**src/rtl/mux_rr_stream.sv**
```systemverilog
// mux_rr_stream: CHANNELS-way valid/ready stream multiplexer with a
// registered output stage and a round-robin arbiter.
//
// Build option: define MUX_RR_FIXPRIO_EN to replace the round-robin
// arbiter with fixed priority (lowest valid index wins, no pointer).
// Interface, latency and handshake are the same in both builds.
//
// Ports:
//   CLK        clock, all state on the rising edge
//   RST_N      asynchronous active-low reset
//   IN_DATA    CHANNELS*WIDTH, channel i at [i*WIDTH +: WIDTH]
//   IN_VALID   per-channel beat offered
//   IN_READY   per-channel beat accepted this cycle (one-hot or zero)
//   OUT_DATA   registered selected beat
//   OUT_VALID  OUT_DATA holds a beat
//   OUT_READY  downstream accepts the beat
//   OUT_SEL    channel index the OUT_DATA beat came from
module mux_rr_stream #(
    parameter int unsigned WIDTH    = 8,
    parameter int unsigned CHANNELS = 4,
    localparam int unsigned SELW    = $clog2(CHANNELS)
) (
    input  logic                      CLK,
    input  logic                      RST_N,
    input  logic [CHANNELS*WIDTH-1:0] IN_DATA,
    input  logic [CHANNELS-1:0]       IN_VALID,
    output logic [CHANNELS-1:0]       IN_READY,
    output logic [WIDTH-1:0]          OUT_DATA,
    output logic                      OUT_VALID,
    input  logic                      OUT_READY,
    output logic [SELW-1:0]           OUT_SEL
);

    logic            load;
    logic            grant_any;
    logic [SELW-1:0] grant_idx;
    logic [SELW-1:0] search_start;
    logic [SELW-1:0] idx;
    logic [WIDTH-1:0] grant_data;

    // Output register can take a new beat when empty or being drained.
    assign load = !OUT_VALID || OUT_READY;

`ifdef MUX_RR_FIXPRIO_EN
    assign search_start = '0;
`else
    logic [SELW-1:0] ptr;
    logic [SELW-1:0] ptr_next;

    assign ptr_next = (grant_idx == SELW'(CHANNELS - 1)) ? '0 : grant_idx + 1'b1;

    always_ff @(posedge CLK or negedge RST_N) begin
        if (!RST_N) begin
            ptr <= '0;
        end else if (load && grant_any) begin
            ptr <= ptr_next;
        end
    end

    assign search_start = ptr;
`endif

    // Scan from the search start upward with wrap; first valid channel wins.
    always_comb begin
        grant_any = 1'b0;
        grant_idx = '0;
        idx       = '0;
        for (int unsigned k = 0; k < CHANNELS; k++) begin
            idx = SELW'((32'(search_start) + k) % CHANNELS);
            if (!grant_any && IN_VALID[idx]) begin
                grant_any = 1'b1;
                grant_idx = idx;
            end
        end
    end

    always_comb begin
        grant_data = '0;
        for (int unsigned k = 0; k < CHANNELS; k++) begin
            if (grant_idx == SELW'(k)) begin
                grant_data = IN_DATA[k*WIDTH +: WIDTH];
            end
        end
    end

    // RST_N gates the ready so nothing is accepted while reset is held.
    always_comb begin
        IN_READY = '0;
        if (RST_N && load && grant_any) begin
            IN_READY[grant_idx] = 1'b1;
        end
    end

    always_ff @(posedge CLK or negedge RST_N) begin
        if (!RST_N) begin
            OUT_VALID <= 1'b0;
            OUT_DATA  <= '0;
            OUT_SEL   <= '0;
        end else if (load) begin
            if (grant_any) begin
                OUT_VALID <= 1'b1;
                OUT_DATA  <= grant_data;
                OUT_SEL   <= grant_idx;
            end else begin
                // Drained with nothing to replace it: data/sel keep last beat.
                OUT_VALID <= 1'b0;
            end
        end
    end

endmodule

```
**config.mk**
```make
export PLATFORM = sky130hd
export DESIGN_NAME = mux_rr_stream
export DESIGN_NICKNAME = d
export VERILOG_FILES = /design/src/rtl/mux_rr_stream.sv
export SDC_FILE = /design/constraint.sdc
export NUM_CORES = 1
export LEC_CHECK = 0
export CAP_MARGIN = 20
export CORE_MARGIN = 2
export CORE_UTILIZATION = 60
export CTS_BUF_LIST = sky130_fd_sc_hd__clkbuf_4 sky130_fd_sc_hd__clkbuf_8
export DETAILED_ROUTE_END_ITERATION = 10
export DONT_BUFFER_PORTS = 1
export PLACE_DENSITY = 0.76
export SLEW_MARGIN = 0
export SYNTH_ARGS = -nofsm -noshare
export SYNTH_HDL_FRONTEND = slang
export SYNTH_SLANG_ARGS = --single-unit
```
**constraint.sdc**
```tcl
create_clock -name CLK -period 4.3 [get_ports CLK]
set_input_delay 0.645 -clock CLK [delete_from_list [all_inputs] [get_ports CLK]]
set_output_delay 0.645 -clock CLK [all_outputs]
set_load 0.05 [all_outputs]
```
After elaboration in Yosys (flattened, before gate mapping). Cells that the tools add are included.

Bits in registers: 13. Latch bits: 0. Memory bits (writable): 0. Memory bits (read-only): 0. Input port bits: 39. Output and inout bits: 15. Word-level logic and storage cells: 56. Memories: 0.

$add $sub $neg: 4. Multiply operators: 0. Div/mod/pow operators: 0. Magnitude comparators: 6. Equality and inequality tests: 3. Shift-type cells: 0. Multiplexer cells: 25. Bitwise operators: 0. Reduce and logical (&&, ||, !) cells: 14.

Operators with widths (count): two-way mux 8 bit (4); < comparator 2 x 3 -> 1 bit (second input constant) (5); two-way mux 1 bit (10); two-way mux 2 bit (5); binary-select mux 1 bit (select 2 bit) (4); logical AND 1 bit (7); adder 2 x 1 -> 2 bit (second input constant) (2); adder 2 bit (second input constant) (2); == test 2 bit (second input constant) (2); zero test 1 bit (4); two-way mux 4 bit (1); demux 1 bit (select 2 bit) (1); == test 2 x 1 -> 1 bit (second input constant) (1); greater-or-equal comparator 2 x 1 -> 1 bit (second input constant) (1); zero test 2 bit (1); AND reduction 2 bit (1); logical OR 1 bit (1).

Depth between registers and ports, before layout. Gate-level depths: netlist of run 1.

Depth in word-level cells: 17. Gate-level depth with buffers: 9. Depth with buffers taken out: 7.

Worst setup path after synthesis of run 1. OpenSTA, ideal clock, no wires.

Path type: input to output. From: input IN_VALID[3]. To: output IN_READY[3]. Data arrival time: 2.383 ns. Required time: 3.655 ns. Setup slack: 1.272 ns. Stages: 7. Path buffers: 2. Cell sequence: nand2b_1 -> a21oi_1 -> nor4_1 -> ha_1 -> clkbuf_1 -> clkbuf_1 -> and3_1.

Word-level cells in the longest chain between the ends: 17.

Ends and longest elaborated chain: start: declaration (RTL line 26) `input logic [CHANNELS-1:0] IN_VALID,`; binary-select mux 1 bit (select 2 bit) (RTL line 70) `if (!grant_any && IN_VALID[idx]) begin`; two-way mux 1 bit (not written as such) (RTL line 70); two-way mux 1 bit (RTL line 70); zero test 1 bit (RTL line 70); logical AND 1 bit (RTL line 70); two-way mux 1 bit (RTL line 70); zero test 1 bit (RTL line 70); logical AND 1 bit (RTL line 70); [... 2 more ...]; logical AND 1 bit (RTL line 70); two-way mux 2 bit (*) (RTL line 70); via grant_idx[0] (RTL line 36) `logic [SELW-1:0] grant_idx;`; < comparator 2 x 3 -> 1 bit (not written as such) or greater-or-equal comparator 2 x 1 -> 1 bit (tied branches) (RTL line 90) `IN_READY[grant_idx] = 1'b1;`; logical AND 1 bit (not written as such) (RTL line 90); two-way mux 1 bit (not written as such) (RTL line 90); demux 1 bit (select 2 bit) (*) (RTL line 90); two-way mux 4 bit (*) (RTL line 89) `if (RST_N && load && grant_any) begin`; end: declaration (RTL line 27) `output logic [CHANNELS-1:0] IN_READY,`.

The timed path passes the listed nets; every way through them passes the cells marked *. The select of a mux whose other input is x is not followed.

Final worst setup path of run 1.
From: register ptr[1]. To: output IN_READY[3].

Word-level cells in the longest chain between the ends: 17.

Ends and longest elaborated chain: start: declaration (RTL line 47) `logic [SELW-1:0] ptr;`; start signal: assignment (RTL line 56) `ptr <= ptr_next;`; parallel branches: the longest is 11 deep, another holds adder 2 x 1 -> 2 bit; two-way mux 2 bit (*) (RTL line 70); via grant_idx[0] (RTL line 36); < comparator 2 x 3 -> 1 bit (not written as such) or greater-or-equal comparator 2 x 1 -> 1 bit (tied branches) (RTL line 90); logical AND 1 bit (not written as such) (RTL line 90); two-way mux 1 bit (not written as such) (RTL line 90); demux 1 bit (select 2 bit) (*) (RTL line 90); two-way mux 4 bit (*) (RTL line 89).

Mark *: on every way through the listed nets, which the timed path passes. The select of a mux whose other input is x is not followed.

==> results of run 1 <==
[registers in the layout, summed over array words and instances (netlist names)]
register and cells:
OUT_SEL 2, OUT_DATA 8, OUT_VALID 1, ptr 2
[path summary, 6_finish.rpt]
check                              end  slack (ps)
max reg2reg                OUT_DATA[3]        1930
min reg2reg                     ptr[1]         610
min in group CLK             OUT_VALID         520
max in group asynchronous  OUT_DATA[6]        4160
max                        IN_READY[3]        1110
min                             ptr[1]          70
[where the power goes]
| group | total, W | internal, W | switching [W] |
|---|---|---|---|
| Clock | 0.0000790 | 0.0000421 | 0.0000369 |
| Combinational | 0.000295 | 0.000131 | 0.000164 |
| Sequential | 0.000354 | 0.000168 | 0.000186 |
| Total | 0.000728 | 0.000341 | 0.000387 |
[metrics by stage]
stage | cell area [um2] | utilization (%) | hold slack, ps
CTS | 984.7 | 64.61 | 59.85
detailed placement | 954.7 | 62.64 | 349.7
finish | 984.7 | 64.61 | 66.80
floorplan | 979.7 | - | 349.4
global route | 984.7 | 64.61 | 46.06
global placement | 954.7 | 62.64 | 349.7
[cell usage after synthesis (4+ instances only)]
master | count | area, um2
inv_1 | 9 | 33.78
nand3b_1 | 8 | 60.06
dfrtp_1 | 13 | 325.3
a21oi_1 | 18 | 90.09
nand2_1 | 12 | 45.04
a31oi_1 | 9 | 56.30
a221o_1 | 8 | 80.08
clkbuf_1 | 4 | 15.01
ha_1 | 4 | 50.05
and3_1 | 5 | 31.28
[final cells by class]
class,count,area [um2]
clock buffers,4,30.03
fillers,143,539.3
inverters,9,33.78
multi-input cells,87,575.6
flip-flops and latches,13,325.3
well taps,16,20.02
[logic make-up (layout without fill, tap and decap cells)]
family	after synthesis	after routing	share of synthesized area (%)
buf+inv	18	13	8.044
compound gates	43	43	30.01
simple gates	40	40	23.63
flops	13	13	33.21
fa+ha+maj	4	4	5.109
[per-layer routing]
metal	vias to the layer above	wire length, um	track usage, %
met5	-	0	0
met4	0	19	7.273
met3	2	208	5.714
met2	46	913	31.76
met1	409	1066	38.46
li1	428	-	-
==> metrics.cfg, run 1 <==
[sta]
fin_crit_sh_pct = 74.21
period_needed_ps = 3191
setup_tns_ps = 0
grt_setup_unrepaired = false
finClkSkew_ps = 2.459
hold_viol = 0
worst_pin_slew_ps = 549.0
relSlewSlack_pct = 63.40
report.final.setup_viol = 0
final.setup.worst_slack_ps = 1109
final_max_slew_viol_count = 0
max_freq_mhz = 313.4

[setup_path]
critPathKind = reg2out
crit_buf_inv = 0
end_kind = output port
cpPeakStageDelay_ps = 580
crit_chain = nor2b_1 > o21a_1 > nor4_1 > ha_1 > and3_1
cp_num_cells = 5
r2r.worst_path.cells = 7
startpoint = ptr[1]
worst-path-max-fanout = 17
cp.required_ps = 3650
r2r_start = ptr[1]
start_kind = register
cp_top_family = simple AND/OR/NAND/NOR gates
slowest_stage = ha_1
worstPathArrival_ps = 2550

[cells_and_area]
nNetsFinal = 157
most-common-layout-cells = 18 x a21oi_1, 13 x dfrtp_1, 12 x nand2_1, 9 x a31oi_1, 9 x inv_1
num_antenna_cells = 0
final_common_cell = a21oi_1
area_growth_pct = 0.5108
drive_gt1_share_pct = 6.195
stdcell_count = 129

[floorplan]
initial_core_util_pct = 64.29
io_pins = 54
core_area_um2 = 1524
die_w_um = 44.41
std_cell_rows = 14
dieArea_um2 = 1972
die_y_um = 44.41

[clocking]
tritoncts = done
clock-sinks = 13
cts_buffers = 3
post_cts_buffers = 0
h-tree-depth = 1
ctsResizeCount = 0
ctsHoldBuffers = 0
root_buffer = clkbuf_4
clkSlewWorstSetupHoldPaths_ps = 80
clkLatencyLatePin_ps = 260
clockBufferDepth = 2

[yosys]
yosysSeqAreaShare_pct = 33.21
synth-async-reset-ratio_pct = 100.0
syn_area_um2 = 979.7
syn_area_per_cell_um2 = 8.302
ys_ff_latch = 13
synth_edf_count = 0
syn-instance-count = 118
synth_ff_type = dfrtp_1
synthesis.nets = 161
synthDistinctLibCells = 30
ys_warn_count = 0

[worst_hold_path]
hold_class = in2async

[drt]
num_vias = 885
drtAntennaViolNets = 0
firstDrtPassIters = 4
drc = 0
viasPerCell = 6.860
drt-total-wl_mm = 2.207
wire_per_inst_um = 17.11
drtIter0Drc = 34

[placed_design]
dp.cells = 125
detailed_place_hpwl_mm = 1.626
place_worst_setup_slack_ps = 1244
io_buffer_count = 0
gp_congestion = 0.8800

[run]
max-cap-violations = 0

[grt]
grt_max_degree = 18
grt_overflow = 0
grt_usage_pct = 24.17
grt_antenna_before_repair = 0
grt_pass1_wl_mm = 3.491
grt_pass1_vias = 760

[power]
leakage_nw = 0.4265
p_total_w = 0.0007282
power-per-cell-area_nw_per_um2 = 739.5
peakVddDrop_mv = 0.3695

[run_status]
outcome = finished, final reports clean

No activity file was read; power rests on OpenSTA's default activity.
==> inputs of run 2 (changes only) <==
- clock period: 4.3 -> 3.1 ns (I/O delays scaled with it)
==> metrics.cfg, run 2 (synthesis gave the netlist of run 1 again) <==
[setup_path]
crit_chain = nor2b_1 > o21a_1 > nor4_1 > ha_2 > and3_1
worstPathArrival_ps = 2390  ; -160 ps
cpPeakStageDelay_ps = 520  ; -60 ps
slowest_stage = and3_1
ff2ff_setup_slack_ps = 770  ; -1160 ps
start_kind = register
cp_top_family = simple AND/OR/NAND/NOR gates
worst-path-max-fanout = 17  ; unchanged
crit_buf_inv = 0  ; unchanged
critPathKind = reg2out
r2r_end = OUT_DATA[2]
cp.required_ps = 2630  ; -1020 ps
end_kind = output port
r2r.worst_path.cells = 7  ; unchanged
r2r_start = ptr[1]

[grt]
grt_pass1_vias = 837  ; +10%
grt_max_degree = 18  ; unchanged
grt_antenna_before_repair = 0  ; unchanged
grt_overflow = 0  ; unchanged
grt_pass1_wl_mm = 3.781  ; +8.3%
grt_usage_pct = 26.21  ; +2.0 points

[cells_and_area]
largest_reg_flops = 8  ; unchanged
utilization_pct = 66.91  ; +2.3 points
most-common-layout-cells = 18 x a21oi_1, 13 x dfrtp_1, 12 x nand2_1, 9 x a31oi_1, 9 x inv_1
top_regs = OUT_DATA x8, OUT_SEL x2, ptr x2
num_antenna_cells = 0  ; unchanged
final_common_cell = a21oi_1
drive_gt1_share_pct = 9.402  ; +3.2 points
nNetsFinal = 161  ; +2.5%
area_growth_pct = 4.087
top_register = OUT_DATA

[floorplan]
std_cell_rows = 14  ; unchanged
die_w_um = 44.41  ; unchanged
die_y_um = 44.41  ; unchanged
dieArea_um2 = 1972  ; unchanged
initial_core_util_pct = 64.29  ; unchanged
core_area_um2 = 1524  ; unchanged
io_pins = 54  ; unchanged

[power]
peakVddDrop_mv = 0.4845  ; +31%
leakage_nw = 0.4445  ; +4.2%
p_total_w = 0.001041  ; +43%
power-per-cell-area_nw_per_um2 = 1021  ; +38%

[clocking]
clkSlewWorstSetupHoldPaths_ps = 90  ; about the same
cts_buffers = 3  ; unchanged
clkLatencyLatePin_ps = 280  ; +20 ps
tritoncts = done
clockBufferDepth = 2  ; unchanged
post_cts_buffers = 0  ; unchanged
h-tree-depth = 1  ; unchanged
clock-sinks = 13  ; unchanged
root_buffer = clkbuf_4

[worst_hold_path]
min_from = IN_VALID[2]
whs_path_depth = 2
hold_class = in2reg
min_to = OUT_VALID

[sta]
fin_crit_sh_pct = 92.24
report.final.setup_viol = 0  ; unchanged
final_max_slew_viol_count = 0  ; unchanged
relSlewSlack_pct = 61.44  ; -2.0 points
worst_pin_slew_ps = 576.5  ; +27.45 ps
period_needed_ps = 2859
setup_tns_ps = 0  ; unchanged
finClkSkew_ps = 12.92  ; +10.46 ps
hold_viol = 0  ; unchanged
grt_setup_unrepaired = false
holdWs_ps = 318.4  ; +251.6 ps
max_freq_mhz = 349.7

[drt]
dr_wl_met2_mm = 1.062  ; +16%
firstDrtPassIters = 4  ; unchanged
drt-total-wl_mm = 2.375  ; +7.6%
viasPerCell = 7.331  ; +6.9%
drtIter0Drc = 49  ; +44%
wire_per_inst_um = 17.86  ; +4.4%
wl_met3_um = 248  ; +19%
wl_met1_mm = 1.026  ; -3.8%
highest_layer = met4
num_vias = 975  ; +10%
drc = 0  ; unchanged
drtAntennaViolNets = 0  ; unchanged

[placed_design]
gp_congestion = 0.8308  ; -5.6%
io_buffer_count = 0  ; unchanged
detailed_place_hpwl_mm = 1.704  ; +4.8%

[run_status]
outcome = finished, final reports clean

[run]
max-cap-violations = 0  ; unchanged

[run 2: cell count changes in the layout (fill, tap and decap cells not counted)]
cell,before,now
dlygate4sd3_1,0,1
ha_2,0,1
buf_4,0,3
ha_1,4,3
[run 2: worst max path at each step]
| stage | startpoint | endpoint | slack, ps | cells after the start |
|---|---|---|---|---|
| finish | ptr[1] | IN_READY[1] | 240 | 5 |
| detailed placement | ptr[1] | IN_READY[1] | 510 | 5 |
| floorplan | IN_VALID[3] | IN_READY[3] | 430 | 7 |
| global placement | IN_VALID[3] | IN_READY[1] | 560 | 5 |
| global route | ptr[1] | IN_READY[1] | 100 | 5 |
| CTS | ptr[1] | IN_READY[1] | 170 | 5 |
[run 2: area by class of cell]
class	count	area, um2
clock buffers	4	30.03
fillers	135	504.2
inverters	9	33.78
multi-input cells	87	578.1
flip-flops and latches	13	325.3
well taps	16	20.02
repair buffers	4	32.53
[run 2: through the flow]
step	std cells	instance area, um2	setup WS, ps
floorplan	118	979.7	431.8
global placement	128	977.2	560.6
detailed placement	128	977.2	511.3
CTS	133	1017	171.5
global route	133	1020	98.23
finish	133	1020	240.6
[run 2: repair_timing]
| item | 4_1_cts | 5_1_grt |
|---|---|---|
| endpoints found under the hold margin | 13 | 0 |
| hold buffers | 1 | 0 |
| setup endpoints to repair | 0 | 1 |
| resized for setup | 0 | 1 |
[run 2: metal layers]
layer | vias up | global-route usage, %
met5 | - | 0
met4 | 0 | 9.091
met3 | 7 | 6.122
met2 | 75 | 41.76
met1 | 457 | 34.87
li1 | 436 | -
[run 2: where the power goes]
part	internal (W)	leakage (nW)	switching (W)	total (W)
sequential	0.000234	0.150	0.000259	0.000493
clock	0.0000586	0.0184	0.0000579	0.000117
combinational	0.000192	0.276	0.000240	0.000431
==> inputs of run 3 (changes only) <==
- ABC_CLOCK_PERIOD_IN_PS: unset -> 3100
- SKIP_CTS_REPAIR_TIMING: unset -> 1
==> metrics.cfg, run 3 (synthesis gave the netlist of run 1 again) <==
[drt]
drc = 0  ; unchanged
wire_per_inst_um = 17.60  ; -1.4%
drtIter0Drc = 47  ; -4.1%
num_vias = 945  ; -3.1%
viasPerCell = 7.105  ; -3.1%
firstDrtPassIters = 4  ; unchanged
drtAntennaViolNets = 0  ; unchanged
drt-total-wl_mm = 2.341  ; -1.4%

[grt]
grt_usage_pct = 25.87  ; -0.34 points
grt_pass1_wl_mm = 3.726  ; -1.5%
grt_overflow = 0  ; unchanged
grt_antenna_before_repair = 0  ; unchanged
grt_pass1_vias = 834  ; -0.36%
grt_max_degree = 18  ; unchanged

[clocking]
clkSlewWorstSetupHoldPaths_ps = 90  ; about the same
clock-sinks = 13  ; unchanged
tritoncts = done
clkLatencyLatePin_ps = 280  ; about the same
root_buffer = clkbuf_4
cts_buffers = 3  ; unchanged
clockBufferDepth = 2  ; unchanged
h-tree-depth = 1  ; unchanged

[sta]
final_max_slew_viol_count = 0  ; unchanged
holdWs_ps = 308.5  ; -9.941 ps
grt_setup_unrepaired = false
worst_pin_slew_ps = 592.5  ; +16.04 ps
period_needed_ps = 2819  ; -40.19 ps
setup_tns_ps = 0  ; unchanged
hold_viol = 0  ; unchanged
report.final.setup_viol = 0  ; unchanged
finClkSkew_ps = 13.98  ; +1.062 ps
max_freq_mhz = 354.7  ; +1.4%
relSlewSlack_pct = 60.37  ; -1.1 points
fin_crit_sh_pct = 90.94  ; -1.3 points

[setup_path]
critPathKind = reg2out
cpPeakStageDelay_ps = 520  ; about the same
start_kind = register
worstPathArrival_ps = 2350  ; -40 ps
cp_top_family = simple AND/OR/NAND/NOR gates
slowest_stage = and3_1
cp.required_ps = 2630  ; about the same
crit_chain = nor2b_1 > o21a_1 > nor4_1 > ha_2 > and3_1
worst-path-max-fanout = 17  ; unchanged
end_kind = output port
crit_buf_inv = 0  ; unchanged

[cells_and_area]
drive_gt1_share_pct = 9.402  ; unchanged
num_antenna_cells = 0  ; unchanged
largest_reg_flops = 8  ; unchanged
final_common_cell = a21oi_1
nNetsFinal = 161  ; unchanged
area_growth_pct = 4.087  ; unchanged
top_register = OUT_DATA
most-common-layout-cells = 18 x a21oi_1, 13 x dfrtp_1, 12 x nand2_1, 9 x a31oi_1, 9 x inv_1
top_regs = OUT_DATA x8, OUT_SEL x2, ptr x2

[power]
internal_power_w = 0.0004841  ; +0.10%
leakage_nw = 0.4445  ; unchanged
peakVddDrop_mv = 0.4818  ; -0.56%
combPwrFrac_pct = 41.4  ; about the same
sw_frac_of_total_pct = 53.43  ; -0.090 points
netSwitchingPower_w = 0.0005555  ; -0.26%
power-per-cell-area_nw_per_um2 = 1020  ; about the same
seqPwrFrac_pct = 47.3  ; about the same
p_clk_share_pct = 11.3  ; about the same

[worst_hold_path]
hold_class = in2reg

[run]
max-cap-violations = 0  ; unchanged

[floorplan]
core_area_um2 = 1524  ; unchanged
die_y_um = 44.41  ; unchanged
initial_core_util_pct = 64.29  ; unchanged
dieArea_um2 = 1972  ; unchanged
io_pins = 54  ; unchanged
std_cell_rows = 14  ; unchanged
die_w_um = 44.41  ; unchanged

[placed_design]
gp_congestion = 0.8308  ; unchanged
io_buffer_count = 0  ; unchanged
detailed_place_hpwl_mm = 1.704  ; unchanged

[run_status]
outcome = finished, final reports clean

[run 3: area by class of cell]
type / count / area (um2)
Clock buffer: 4 / 30.03
Sequential cell: 13 / 325.3
Fill cell: 135 / 504.2
Timing Repair Buffer: 4 / 32.53
Tap cell: 16 / 20.02
Inverter: 9 / 33.78
Multi-Input combinational cell: 87 / 578.1
[run 3: path summary, 6_finish.rpt]
check / start / depth (start not counted) / end / slack [ps]
hold / removal: IN_VALID[2] / 2 / OUT_VALID / 310
hold reg to reg: ptr[1] / 2 / ptr[1] / 620
setup reg to reg: ptr[1] / 7 / OUT_DATA[1] / 770
max in group asynchronous: RST_N / 1 / OUT_DATA[7] / 2090
min in group asynchronous: RST_N / 1 / OUT_DATA[1] / 610
setup / recovery: ptr[1] / 5 / IN_READY[1] / 280
[run 3: routing by layer]
metal / share of wire [%] / global-route usage, % / vias to the layer above
met2: 46 / 41.18 / 70
met5: 0 / 0 / -
li1: - / - / 439
met4: 1.5 / 9.091 / 0
met3: 10 / 6.122 / 9
met1: 42 / 34.36 / 427
[run 3: stage by stage]
step	area (um2)	utilization [%]	worst slack, ps	cells	power, W
floorplan	979.7	-	431.8	118	0.0008328
global placement	977.2	64.12	560.6	128	0.0008967
detailed placement	977.2	64.12	511.3	128	0.0009117
CTS	1007	66.09	171.5	132	0.001027
global route	1020	66.91	98.23	133	0.001109
finish	1020	66.91	280.8	133	0.001040
[run 3: power by group through the flow]
stage / logic, W / clock network (W) / registers (W)
floorplan: 0.000350 / 0 / 0.000483
global placement: 0.000404 / 0 / 0.000493
detailed placement: 0.000415 / 0 / 0.000497
CTS: 0.000419 / 0.000115 / 0.000493
global route: 0.000481 / 0.000123 / 0.000505
finish: 0.000430 / 0.000117 / 0.000492
[run 3: worst register-to-register path: stages, from the launching register on]
cell and delay [ps]:
dfrtp_1 430, nor2b_1 170, o21a_1 220, or4_1 470, ha_1 240, buf_4 190
a221o_1 360, a31oi_1 180
